==> src/rtl/spi_miso_readback_4mb_pkg.sv <==
// Shared constants and types for the 4MB SPI slave read-back path.
// Holds the register address map and the read FSM state encoding.
package spi_miso_readback_4mb_pkg;

   // Register address map, shared with the write-side register file
   localparam logic [15:0] ADDR_FPGA_VER          = 16'h0000;
   localparam logic [15:0] ADDR_FPGA_REV_DATE     = 16'h0001;
   localparam logic [15:0] ADDR_FPGA_DIP_SW       = 16'h0002;
   localparam logic [15:0] ADDR_FPGA_BUTTONS      = 16'h0003;
   localparam logic [15:0] ADDR_FPGA_BUTTONS_LED  = 16'h0004;
   localparam logic [15:0] ADDR_FPGA_DRAPE_SWITCH = 16'h0005;
   localparam logic [15:0] ADDR_FPGA_SPARE0_IO    = 16'h0006;
   localparam logic [15:0] ADDR_FPGA_SPARE1_IO    = 16'h0007;
   localparam logic [15:0] ADDR_ADC_ALERTS        = 16'h0008;
   localparam logic [15:0] ADDR_FAULT_FLAGS       = 16'h0009;
   localparam logic [15:0] ADDR_ABS_ENC_CTRL      = 16'h000A;

   // Read-side FSM states
   typedef enum logic [1:0] {
      ST_IDLE  = 2'd0,
      ST_LOAD  = 2'd1,
      ST_SHIFT = 2'd2,
      ST_DONE  = 2'd3
   } rd_state_t;

endpackage

==> src/rtl/spi_miso_readback_4mb_sync_edge.sv <==
// Oversampling synchronizer for a raw SPI pin into clk_100m.
// Produces the synchronized level plus one-cycle rise/fall strobes.
module spi_sync_edge_4mb #(
   parameter int   SYNC_STAGES = 2,
   parameter logic RST_VAL     = 1'b0
) (
   input  logic clk_100m,
   input  logic rst_n_syn,
   input  logic din,
   output logic level,
   output logic rise,
   output logic fall
);

   // chain[0] is the raw pin, chain[SYNC_STAGES] the synchronized level
   logic [SYNC_STAGES:0] chain;
   logic                 hist_reg;

   assign chain[0] = din;

   genvar gi;
   generate
      for (gi = 0; gi < SYNC_STAGES; gi++) begin : g_stage
         logic stage_reg;
         // One metastability-hardening flop per stage
         always_ff @(posedge clk_100m or negedge rst_n_syn) begin
            if (!rst_n_syn) stage_reg <= RST_VAL;
            else            stage_reg <= chain[gi];
         end
         assign chain[gi+1] = stage_reg;
      end
   endgenerate

   assign level = chain[SYNC_STAGES];

   // History flop used to detect level changes
   always_ff @(posedge clk_100m or negedge rst_n_syn) begin
      if (!rst_n_syn) hist_reg <= RST_VAL;
      else            hist_reg <= level;
   end

   assign rise = level & ~hist_reg;
   assign fall = ~level & hist_reg;

endmodule

==> src/rtl/spi_miso_readback_4mb.sv <==
// Read/transmit side of the 4MB SPI slave register path.
// On a read request it snapshots one 32-bit register and shifts it out
// MSB-first on MISO in SPI mode 0, with SCLK/CS_N oversampled in clk_100m.
module spi_miso_readback_4mb
   import spi_miso_readback_4mb_pkg::*;
#(
   parameter int                DATA_W      = 32,
   parameter int                SYNC_STAGES = 2,
   parameter logic [DATA_W-1:0] BAD_ADDR_D  = 32'hDEAD_BEEF
) (
   input  logic              clk_100m,
   input  logic              rst_n_syn,
   input  logic              spi_sclk,
   input  logic              spi_cs_n,
   input  logic              rd_req,
   input  logic [15:0]       rd_addr,
   input  logic [DATA_W-1:0] ver_reg,
   input  logic [DATA_W-1:0] rev_data_reg,
   input  logic [DATA_W-1:0] dip_sw_reg,
   input  logic [DATA_W-1:0] buttons_reg,
   input  logic [DATA_W-1:0] buttons_led_reg,
   input  logic [DATA_W-1:0] drape_sensor_reg,
   input  logic [DATA_W-1:0] spare0_io_reg,
   input  logic [DATA_W-1:0] spare1_io_reg,
   input  logic [DATA_W-1:0] adc_alerts_reg,
   input  logic [DATA_W-1:0] fault_flags_reg,
   input  logic [DATA_W-1:0] abs_enc_ctrl_reg,
   output logic              spi_miso,
   output logic              miso_oe,
   output logic              rd_busy,
   output logic              rd_done,
   output logic              rd_err
);

   // Bit count at which the last bit has been sampled by the master
   localparam logic [5:0] LAST_CNT = 6'(DATA_W);

   logic sclk_level, sclk_rise, sclk_fall;
   logic cs_n_level, cs_rise, cs_fall;

   rd_state_t         state_reg, state_next;
   logic [DATA_W-1:0] shift_reg, shift_next;
   logic [5:0]        bit_cnt_reg, bit_cnt_next;
   logic              miso_reg, miso_next;
   logic              oe_reg, oe_next;
   logic              err_reg, err_next;

   logic [DATA_W-1:0] sel_word;
   logic              sel_err;

   spi_sync_edge_4mb #(
      .SYNC_STAGES (SYNC_STAGES),
      .RST_VAL     (1'b0)
   ) u_sync_sclk (
      .clk_100m  (clk_100m),
      .rst_n_syn (rst_n_syn),
      .din       (spi_sclk),
      .level     (sclk_level),
      .rise      (sclk_rise),
      .fall      (sclk_fall)
   );

   // CS_N idles high, so its synchronizer resets to the inactive level
   spi_sync_edge_4mb #(
      .SYNC_STAGES (SYNC_STAGES),
      .RST_VAL     (1'b1)
   ) u_sync_cs_n (
      .clk_100m  (clk_100m),
      .rst_n_syn (rst_n_syn),
      .din       (spi_cs_n),
      .level     (cs_n_level),
      .rise      (cs_rise),
      .fall      (cs_fall)
   );

   // Only the SCLK edges and the CS_N level drive this path
   logic unused_ok;
   assign unused_ok = &{1'b0, sclk_level, cs_rise, cs_fall};

   // Address decode: unmapped addresses return the marker word and flag an error
   always_comb begin
      sel_word = BAD_ADDR_D;
      sel_err  = 1'b1;
      case (rd_addr)
         ADDR_FPGA_VER:          begin sel_word = ver_reg;          sel_err = 1'b0; end
         ADDR_FPGA_REV_DATE:     begin sel_word = rev_data_reg;     sel_err = 1'b0; end
         ADDR_FPGA_DIP_SW:       begin sel_word = dip_sw_reg;       sel_err = 1'b0; end
         ADDR_FPGA_BUTTONS:      begin sel_word = buttons_reg;      sel_err = 1'b0; end
         ADDR_FPGA_BUTTONS_LED:  begin sel_word = buttons_led_reg;  sel_err = 1'b0; end
         ADDR_FPGA_DRAPE_SWITCH: begin sel_word = drape_sensor_reg; sel_err = 1'b0; end
         ADDR_FPGA_SPARE0_IO:    begin sel_word = spare0_io_reg;    sel_err = 1'b0; end
         ADDR_FPGA_SPARE1_IO:    begin sel_word = spare1_io_reg;    sel_err = 1'b0; end
         ADDR_ADC_ALERTS:        begin sel_word = adc_alerts_reg;   sel_err = 1'b0; end
         ADDR_FAULT_FLAGS:       begin sel_word = fault_flags_reg;  sel_err = 1'b0; end
         ADDR_ABS_ENC_CTRL:      begin sel_word = abs_enc_ctrl_reg; sel_err = 1'b0; end
         default: ;
      endcase
   end

   // Next-state and datapath: CS_N deassertion aborts before any SCLK activity
   always_comb begin
      state_next   = state_reg;
      shift_next   = shift_reg;
      bit_cnt_next = bit_cnt_reg;
      miso_next    = miso_reg;
      oe_next      = oe_reg;
      err_next     = err_reg;
      case (state_reg)
         ST_IDLE: begin
            miso_next    = 1'b0;
            oe_next      = 1'b0;
            bit_cnt_next = 6'd0;
            if (rd_req && !cs_n_level) begin
               // Snapshot taken here, so later register changes cannot leak in
               shift_next = sel_word;
               err_next   = sel_err;
               state_next = ST_LOAD;
            end
         end
         ST_LOAD: begin
            if (cs_n_level) begin
               state_next = ST_IDLE;
            end else begin
               miso_next  = shift_reg[DATA_W-1];
               oe_next    = 1'b1;
               state_next = ST_SHIFT;
            end
         end
         ST_SHIFT: begin
            if (cs_n_level) begin
               miso_next    = 1'b0;
               oe_next      = 1'b0;
               bit_cnt_next = 6'd0;
               state_next   = ST_IDLE;
            end else begin
               if (sclk_rise && (bit_cnt_reg < LAST_CNT)) begin
                  bit_cnt_next = bit_cnt_reg + 6'd1;
               end
               if (sclk_fall && (bit_cnt_reg < LAST_CNT)) begin
                  shift_next = {shift_reg[DATA_W-2:0], 1'b0};
                  miso_next  = shift_reg[DATA_W-2];
               end
               if (bit_cnt_next == LAST_CNT) begin
                  state_next = ST_DONE;
               end
            end
         end
         ST_DONE: begin
            miso_next    = 1'b0;
            oe_next      = 1'b0;
            bit_cnt_next = 6'd0;
            state_next   = ST_IDLE;
         end
         default: begin
            state_next = ST_IDLE;
         end
      endcase
   end

   // State and datapath registers
   always_ff @(posedge clk_100m or negedge rst_n_syn) begin
      if (!rst_n_syn) begin
         state_reg   <= ST_IDLE;
         shift_reg   <= '0;
         bit_cnt_reg <= 6'd0;
         miso_reg    <= 1'b0;
         oe_reg      <= 1'b0;
         err_reg     <= 1'b0;
      end else begin
         state_reg   <= state_next;
         shift_reg   <= shift_next;
         bit_cnt_reg <= bit_cnt_next;
         miso_reg    <= miso_next;
         oe_reg      <= oe_next;
         err_reg     <= err_next;
      end
   end

   assign spi_miso = miso_reg;
   assign miso_oe  = oe_reg;
   assign rd_busy  = (state_reg != ST_IDLE);
   assign rd_done  = (state_reg == ST_DONE);
   assign rd_err   = (state_reg == ST_DONE) && err_reg;

endmodule

==> config.mk <==
export PLATFORM = sky130hd
export DESIGN_NAME = spi_miso_readback_4mb
export DESIGN_NICKNAME = d
export VERILOG_FILES = /design/src/rtl/spi_miso_readback_4mb_pkg.sv /design/src/rtl/spi_miso_readback_4mb_sync_edge.sv /design/src/rtl/spi_miso_readback_4mb.sv
export SDC_FILE = /design/constraint.sdc
export NUM_CORES = 1
export LEC_CHECK = 0
export BUFFER_PORTS_ARGS = -buffer_cell sky130_fd_sc_hd__buf_2
export CAP_MARGIN = 10
export CELL_PAD_IN_SITES_DETAIL_PLACEMENT = 2
export CELL_PAD_IN_SITES_GLOBAL_PLACEMENT = 2
export CORE_MARGIN = 5
export CORE_UTILIZATION = 20
export DETAILED_ROUTE_END_ITERATION = 16
export PLACE_DENSITY_LB_ADDON = 0.2
export REMOVE_ABC_BUFFERS = 1
export SKIP_LAST_GASP = 1
export SYNTH_ARGS = -nofsm -noshare
export SYNTH_HDL_FRONTEND = slang
export SYNTH_SLANG_ARGS = --single-unit
==> constraint.sdc <==
create_clock -name clk_100m -period 2.8 [get_ports clk_100m]
set_input_delay 0.42 -clock clk_100m [delete_from_list [all_inputs] [get_ports clk_100m]]
set_output_delay 0.42 -clock clk_100m [all_outputs]
set_load 0.02 [all_outputs]
==> results of run 1 <==
-- metal layers --
metal  track usage, %  vias to the layer above  part of all wire (%)
met4             3.81                        8                  0.95
met2             42.9                      247                    54
met5                0                        -                  0.17
met3             4.90                       24                   6.0
met1             27.8                     3370                    39
li1                 -                     2992                     -
-- stage by stage --
stage	setup WS [ns]	setup TNS, ns	utilization [%]
2_1_floorplan	-1.97	-53.79	-
3_3_place_gp	0.0488	0	31.5
3_5_place_dp	-0.0583	-0.0712	31.5
4_1_cts	0.0265	0	32.2
5_1_grt	0.00621	0	32.3
6_report	0.183	0	32.3
-- power by group through the flow --
stage / clock network [mW] / registers (mW) / logic [mW]
2_1_floorplan: 0 / 0.898 / 0.482
3_5_place_dp: 0 / 0.916 / 1.07
4_1_cts: 0.724 / 0.903 / 1.08
6_report: 0.706 / 0.901 / 1.07
5_1_grt: 0.754 / 0.924 / 1.19
3_3_place_gp: 0 / 0.912 / 1.05
-- logic make-up (layout without fill, tap and decap cells) --
kind of cell    Yosys count  after routing
fa+ha+maj                 6              6
compound gates          236            236
mux                      20             20
other cells               0              4
simple gates            159            159
xor+xnor                  1              1
buf+inv                  61            439
flops                    48             48
-- cells in the final DEF (no fill, tap or decap), drive strengths merged, types with 6 or more instances in the layout --
master  netlist  layout
a211oi        8       8
a21oi        37      37
a221oi       18      18
a222oi       34      34
a22o         23      23
a22oi        64      64
a32oi         6       6
and3         14      14
and4         11      11
buf          29     427
clkbuf       28       6
dfrtp        46      46
ha            6       6
mux2         12      12
mux2i         8       8
nand2        14      14
nand3        15      15
nand3b       23      23
nor2         14      14
nor3         15      15
nor4         12      12
o21ai        28      28
-- repair_timing --
item,CTS,global route
endpoints found under the setup margin,0,3
hold buffers,0,0
resized for setup,0,4
-- cell type report --
cell class | instances | area [um^2] | share of cell area [%]
multi-input combinational | 422 | 3320 | 44.0
inverter | 4 | 15.0 | 0.199
antenna | 4 | 10.0 | 0.133
tap | 319 | 399 | 5.30
clock buffer | 6 | 129 | 1.71
clock inverter | 2 | 35.0 | 0.465
timing repair buffer | 427 | 2420 | 32.2
sequential | 48 | 1200 | 16.0
-- how the worst min path moves through the flow --
stage,start,to,slack (ns),cells past startpoint
global route,spi_sclk,u_sync_sclk.g_stage[0].stage_reg,0.22,1
floorplan,rst_n_syn,bit_cnt_reg[0],0.12,0
CTS,spi_cs_n,u_sync_cs_n.g_stage[0].stage_reg,0.22,1
finish,rst_n_syn,err_reg,0.22,1
detailed placement,u_sync_sclk.g_stage[0].stage_reg,u_sync_sclk.level,0.34,0
global placement,u_sync_sclk.g_stage[0].stage_reg,u_sync_sclk.level,0.34,0
-- worst max-delay path, stage by stage (launching register included) --
cell and delay, ns:
dfrtp_1 0.42, inv_1 0.13, ha_1 0.27, mux2i_1 0.17, a211o_1 0.45, buf_4 0.23
or3_1 0.35, a2111oi_2 0.39, nor2_1 0.08
==> summary.md, run 1 <==
| Metric | Value |
|---|---|
| Status | finished, final reports clean |
| Layout cells sized above 1 | 52.4% |
| Clk_lat worst skew | 0.29 ns |
| Cell taking the most area after synthesis | dfrtp_1 |
| Peak supply drop | between 200 and 300 uV |
| Post-synthesis sequential area ratio | 25.5% |
| Max reg flops | 32 |
| Total GRT Usage | 23.1% |
| Final instance area | 0.00753 mm^2 |
| Critical path required time | 2.97 ns |
| Worst Max-Slew Pin Slew | 0.815 ns |
| H-tree Lvls | 2 |
| Leakage | 3.33 nW |
| FP Rows | 56 |
| Syn avg cell area | 8.87 um^2 |
| Rel. slew slack | about 46% |
| Cts bufs inserted | 5 |
| R2R cell count | 8 |
| Cell area after synthesis | 0.00471 mm^2 |
| Complex-gate fraction of the synthesized area | 38.3% |
| Total power | 2.68 mW |
| Internal Power | 1.71 mW |
| Placed cell count | 1220 |
| Post-synth cell types | 61 |
| Final Hold Fails | 0 |
| Clk pwr share | about a quarter |
| Crit-path max FO | 8 |
| Starting Density | about a fifth |
| Pin count of the biggest net entering global routing | 55 |
| Yosys warnings | 0 |
| Critical Path Start | state_reg[0] |
| Number of synthesized register bits | 48 |
| Synth Area in Adders | 1.59% |
| DRC viols | 0 |
| Ports | 378 |
| Post-synth EDFFs | 0 |
| Final min period | 2.62 ns |
| Number of fill cells | 2754 |
| CP Class | reg -> reg |
| Die area | 0.0267 mm^2 |
| RSZ-0062 raised after global routing | true |
| Setup Skew | 0.00232 ns |
| Number of global-route vias before repair | approximately 7500 |
| Max-cap viol count | 0 |
| First-pass GRT wire length | 46600 um |
| Cells after Synth | about 530 |
| Port bufs | 377 |
| Post-Synth XOR/XNOR Area | 0.186% |
| CP Capture Type | register |
| Reg clk slew, reported paths | 0.07 ns |
| Remaining antenna violation count | 0 |
| CTS Sinks | 48 |
| CTS tree | yes |
| Post-synthesis mux area share | 4.57% |
| CTS Root Cell | clkbuf_16 |
| Post-CTS Setup Inserts | 0 |
| Maximum buffer depth of the clock tree | 2 |
| Simple-Gate Fraction of Synth Area | 23.5% |
| Worst setup SP type | register |
| Post-Route WL | 32600 um |
| Vias per inst | 5.39 |
| Psw | around 1000 uW |
| Hold Path Class | in -> async |
| Routed len/inst | 26.5 um |
| Worst Path Arrival | 2.79 ns |
| Most frequent cell after synthesis | a22oi_1 |
| Total congestion overflow | 0 |
| Post-DP HPWL | 26200 um |
| Synth async-reset ratio | 100% |
| Period utilization | 93.5% |
| Worst hold slack | 0.221 ns |
| Synth top cells by count | a22oi_1, dfrtp_1, a21oi_1 |
| Die width | 163 um |
| Nets | 1287 |
| R2R Path Start | state_reg[0] |
| Reg2reg setup slack | roughly 0.18 ns |
| Combinational share of power | between 40% and 50% |
| Final Wtd Congestion | between 0.8 and 0.9 |
| Maximum clock rate | 0.382 GHz |
| Slew Viols, Final | 0 |
| Detailed router's first-iteration violation count | 420 |
| Initial antenna violation count | 7 |
| Die height | 163 um |
| Share of power burned in registers | between 30% and 40% |
| Largest family of logic cells by synthesized area | compound AO/OA/AOI/OAI gates |
| Core box area | 0.0233 mm^2 |
| R2R Path End | shift_reg[16] |
| Sw frac | 36.3% |
| First drt pass iteration count | 5 |
| Area growth, synth to finish | 59.9% |
| Routed vias | 6641 |
| Synth top area share | 24.4% |
| Final setup vio count | 0 |
| Post-DP Area | approximately 0.0073 mm^2 |
| Crit path to | shift_reg[16] |
| Synth area leaders | dfrtp_1, a22oi_1, a222oi_1 |
| Power Dens Cells | between 300 and 400 mW/mm^2 |
| Filler-free cell count of the finished design | 1232 |
| Synth Flop Type | dfrtp_1 |
(Power assumes the default switching activity.)
==> inputs of run 2 (changes only) <==
Settings changed: BUFFER_PORTS_ARGS -buffer_cell sky130_fd_sc_hd__buf_2 to default, CORE_AREA from default to 5 5 145 147, CORE_MARGIN 5 to default, CORE_UTILIZATION 20 to default, DIE_AREA from default to 0 0 150 152, DONT_BUFFER_PORTS from default to 1.
==> summary.md, run 2 (synthesized netlist as in run 1, its figures left out) <==
| Metric | Value |
|---|---|
| Status | finished, final reports clean |
| Commonest non-fill, non-tap cell in the layout | a22oi_1 |
| Nets | 897 (-30%) |
| Clk_lat worst skew | 0.31 ns (+0.02 ns) |
| FP Rows | 52 (-7.1%) |
| Port bufs | 0 (-100%) |
| Setup TNS | 0 ns (unchanged) |
| Routed len/inst | 35.4 um (+34%) |
| Worst setup SP type | register |
| RSZ-0062 raised after global routing | false |
| Die height | 152 um (-7.0%) |
| Number of global-route vias before repair | 5998 (-20%) |
| Total congestion overflow | 0 (unchanged) |
| Total GRT Usage | 23.4% (+0.29 points) |
| Routed vias | 5129 (-23%) |
| Remaining antenna violation count | 0 (unchanged) |
| CP Class | reg -> reg |
| R2R cell count | 9 (+1) |
| Rel. slew slack | 68.5% (+23 points) |
| Setup Skew | 0.00435 ns (+0.00203 ns) |
| Period utilization | 91.2% (-2.3 points) |
| Reg2reg setup slack | 0.25 ns (+0.06 ns) |
| R2R Path End | shift_reg[21] |
| Commonest cells after routing, fill and taps aside | a22oi_1, dfrtp_1, a21oi_1, a222oi_1 |
| Hold path startpoint | spi_cs_n |
| Layout cells sized above 1 | 16.6% (-36 points) |
| Crit-path max FO | 12 (+4) |
| CTS Sinks | 48 (unchanged) |
| Power Dens Cells | 429 mW/mm^2 (+20%) |
| CTS tree | yes |
| Max-cap viol count | 0 (unchanged) |
| Final min period | 2.55 ns (-0.0637 ns) |
| Die width | 150 um (-8.3%) |
| Final setup vio count | 0 (unchanged) |
| First drt pass iteration count | 5 (unchanged) |
| Peak supply drop | 192 uV (-31%) |
| Area growth, synth to finish | 15.1% |
| Die area | 0.0228 mm^2 (-15%) |
| CP Capture Type | register |
| Detailed router's first-iteration violation count | 501 (+19%) |
| First-pass GRT wire length | 40000 um (-14%) |
| H-tree Lvls | 2 (unchanged) |
| CTS Root Cell | clkbuf_16 |
| Hold EP | u_sync_cs_n.g_stage[0].stage_reg |
| Worst hold slack | 0.106 ns (-0.115 ns) |
| Final Wtd Congestion | 0.808 (-5.4%) |
| Vias per inst | 6.48 (+20%) |
| Initial antenna violation count | 3 (-4) |
| Core box area | 0.0198 mm^2 (-15%) |
| Reg clk slew, reported paths | 0.07 ns (about the same) |
| WHS Path Cells | 0 |
| Post-DP HPWL | 21700 um (-17%) |
| Pin count of the biggest net entering global routing | 49 (-11%) |
| Max reg flops | 32 (unchanged) |
| Critical path required time | 2.99 ns (+0.02 ns) |
| Leakage | 1.77 nW (-47%) |
| Final Hold Fails | 0 (unchanged) |
| Post-Route Utilization | 27.4% (-4.9 points) |
| Post-Route WL | 28000 um (-14%) |
| Post-CTS Setup Inserts | 0 (unchanged) |
| Cts bufs inserted | 5 (unchanged) |
| Worst Path Arrival | 2.74 ns (-0.05 ns) |
| DRC viols | 0 (unchanged) |
| Ports | 378 (unchanged) |
| Hold Path Class | in -> reg |
| Maximum clock rate | 0.392 GHz (+2.5%) |
| Worst Max-Slew Pin Slew | 0.471 ns (-0.344 ns) |
| R2R Path Start | state_reg[0] |
| Maximum buffer depth of the clock tree | 2 (unchanged) |
| Number of fill cells | 2253 (-18%) |
| Slew Viols, Final | 0 (unchanged) |
| Starting Density | 23.8% (+3.6 points) |
## run 2: per-layer routing
metal	GRT usage [%]	vias up	routed length [um]
met5	0	-	0
met4	6.97	0	568
met3	6.64	28	1960
met2	40.3	258	14300
met1	28.3	2634	11200
li1	-	2209	-
## run 2: how the worst max path moves through the flow
stage / startpoint / endpoint
final: state_reg[0] / shift_reg[21]
after floorplan: state_reg[0] / shift_reg[17]
after global routing: state_reg[0] / shift_reg[21]
after detailed placement: bit_cnt_reg[5] / state_reg[1]
after CTS: bit_cnt_reg[0] / state_reg[1]
after global placement: rd_addr[5] / shift_reg[4]
## run 2: cell type report
class | count | area [um^2] | share of cell area (%)
sequential | 48 | 1200 | 22.2
timing repair buffer | 37 | 400 | 7.39
multi-input combinational | 422 | 3310 | 61.0
clock inverter | 2 | 10.0 | 0.185
antenna | 3 | 7.51 | 0.138
tap | 270 | 338 | 6.23
clock buffer | 6 | 139 | 2.56
inverter | 4 | 15.0 | 0.277
## run 2: critical path: stages, from the launching register on
cell	delay, ns
dfrtp_1	0.41
inv_1	0.10
ha_1	0.28
mux2i_1	0.19
a211o_1	0.47
nor3_2	0.37
buf_12	0.19
nand3_1	0.09
a2111oi_2	0.25
nor2_1	0.07
## run 2: through the flow
step	setup slack [ns]	std cells	total power, mW	cell area, um^2
4_1_cts	0.0648	789	2.37	5410
6_report	0.247	792	2.33	5420
5_1_grt	0.0533	792	2.49	5420
3_3_place_gp	0.110	779	1.64	5220
3_5_place_dp	0.00415	779	1.67	5220
2_1_floorplan	-1.97	474	1.38	4430
## run 2: power by group
group / internal (mW) / switching [mW]
Clock: 0.354 / 0.304
Sequential: 0.817 / 0.109
Combinational: 0.275 / 0.467
## run 2: repair_timing
item | 4_1_cts | 5_1_grt
cloned | 0 | 0
resized for setup | 1 | 1
hold endpoints to repair | 48 | 0
setup endpoints to repair | 1 | 1
hold buffers | 2 | 0
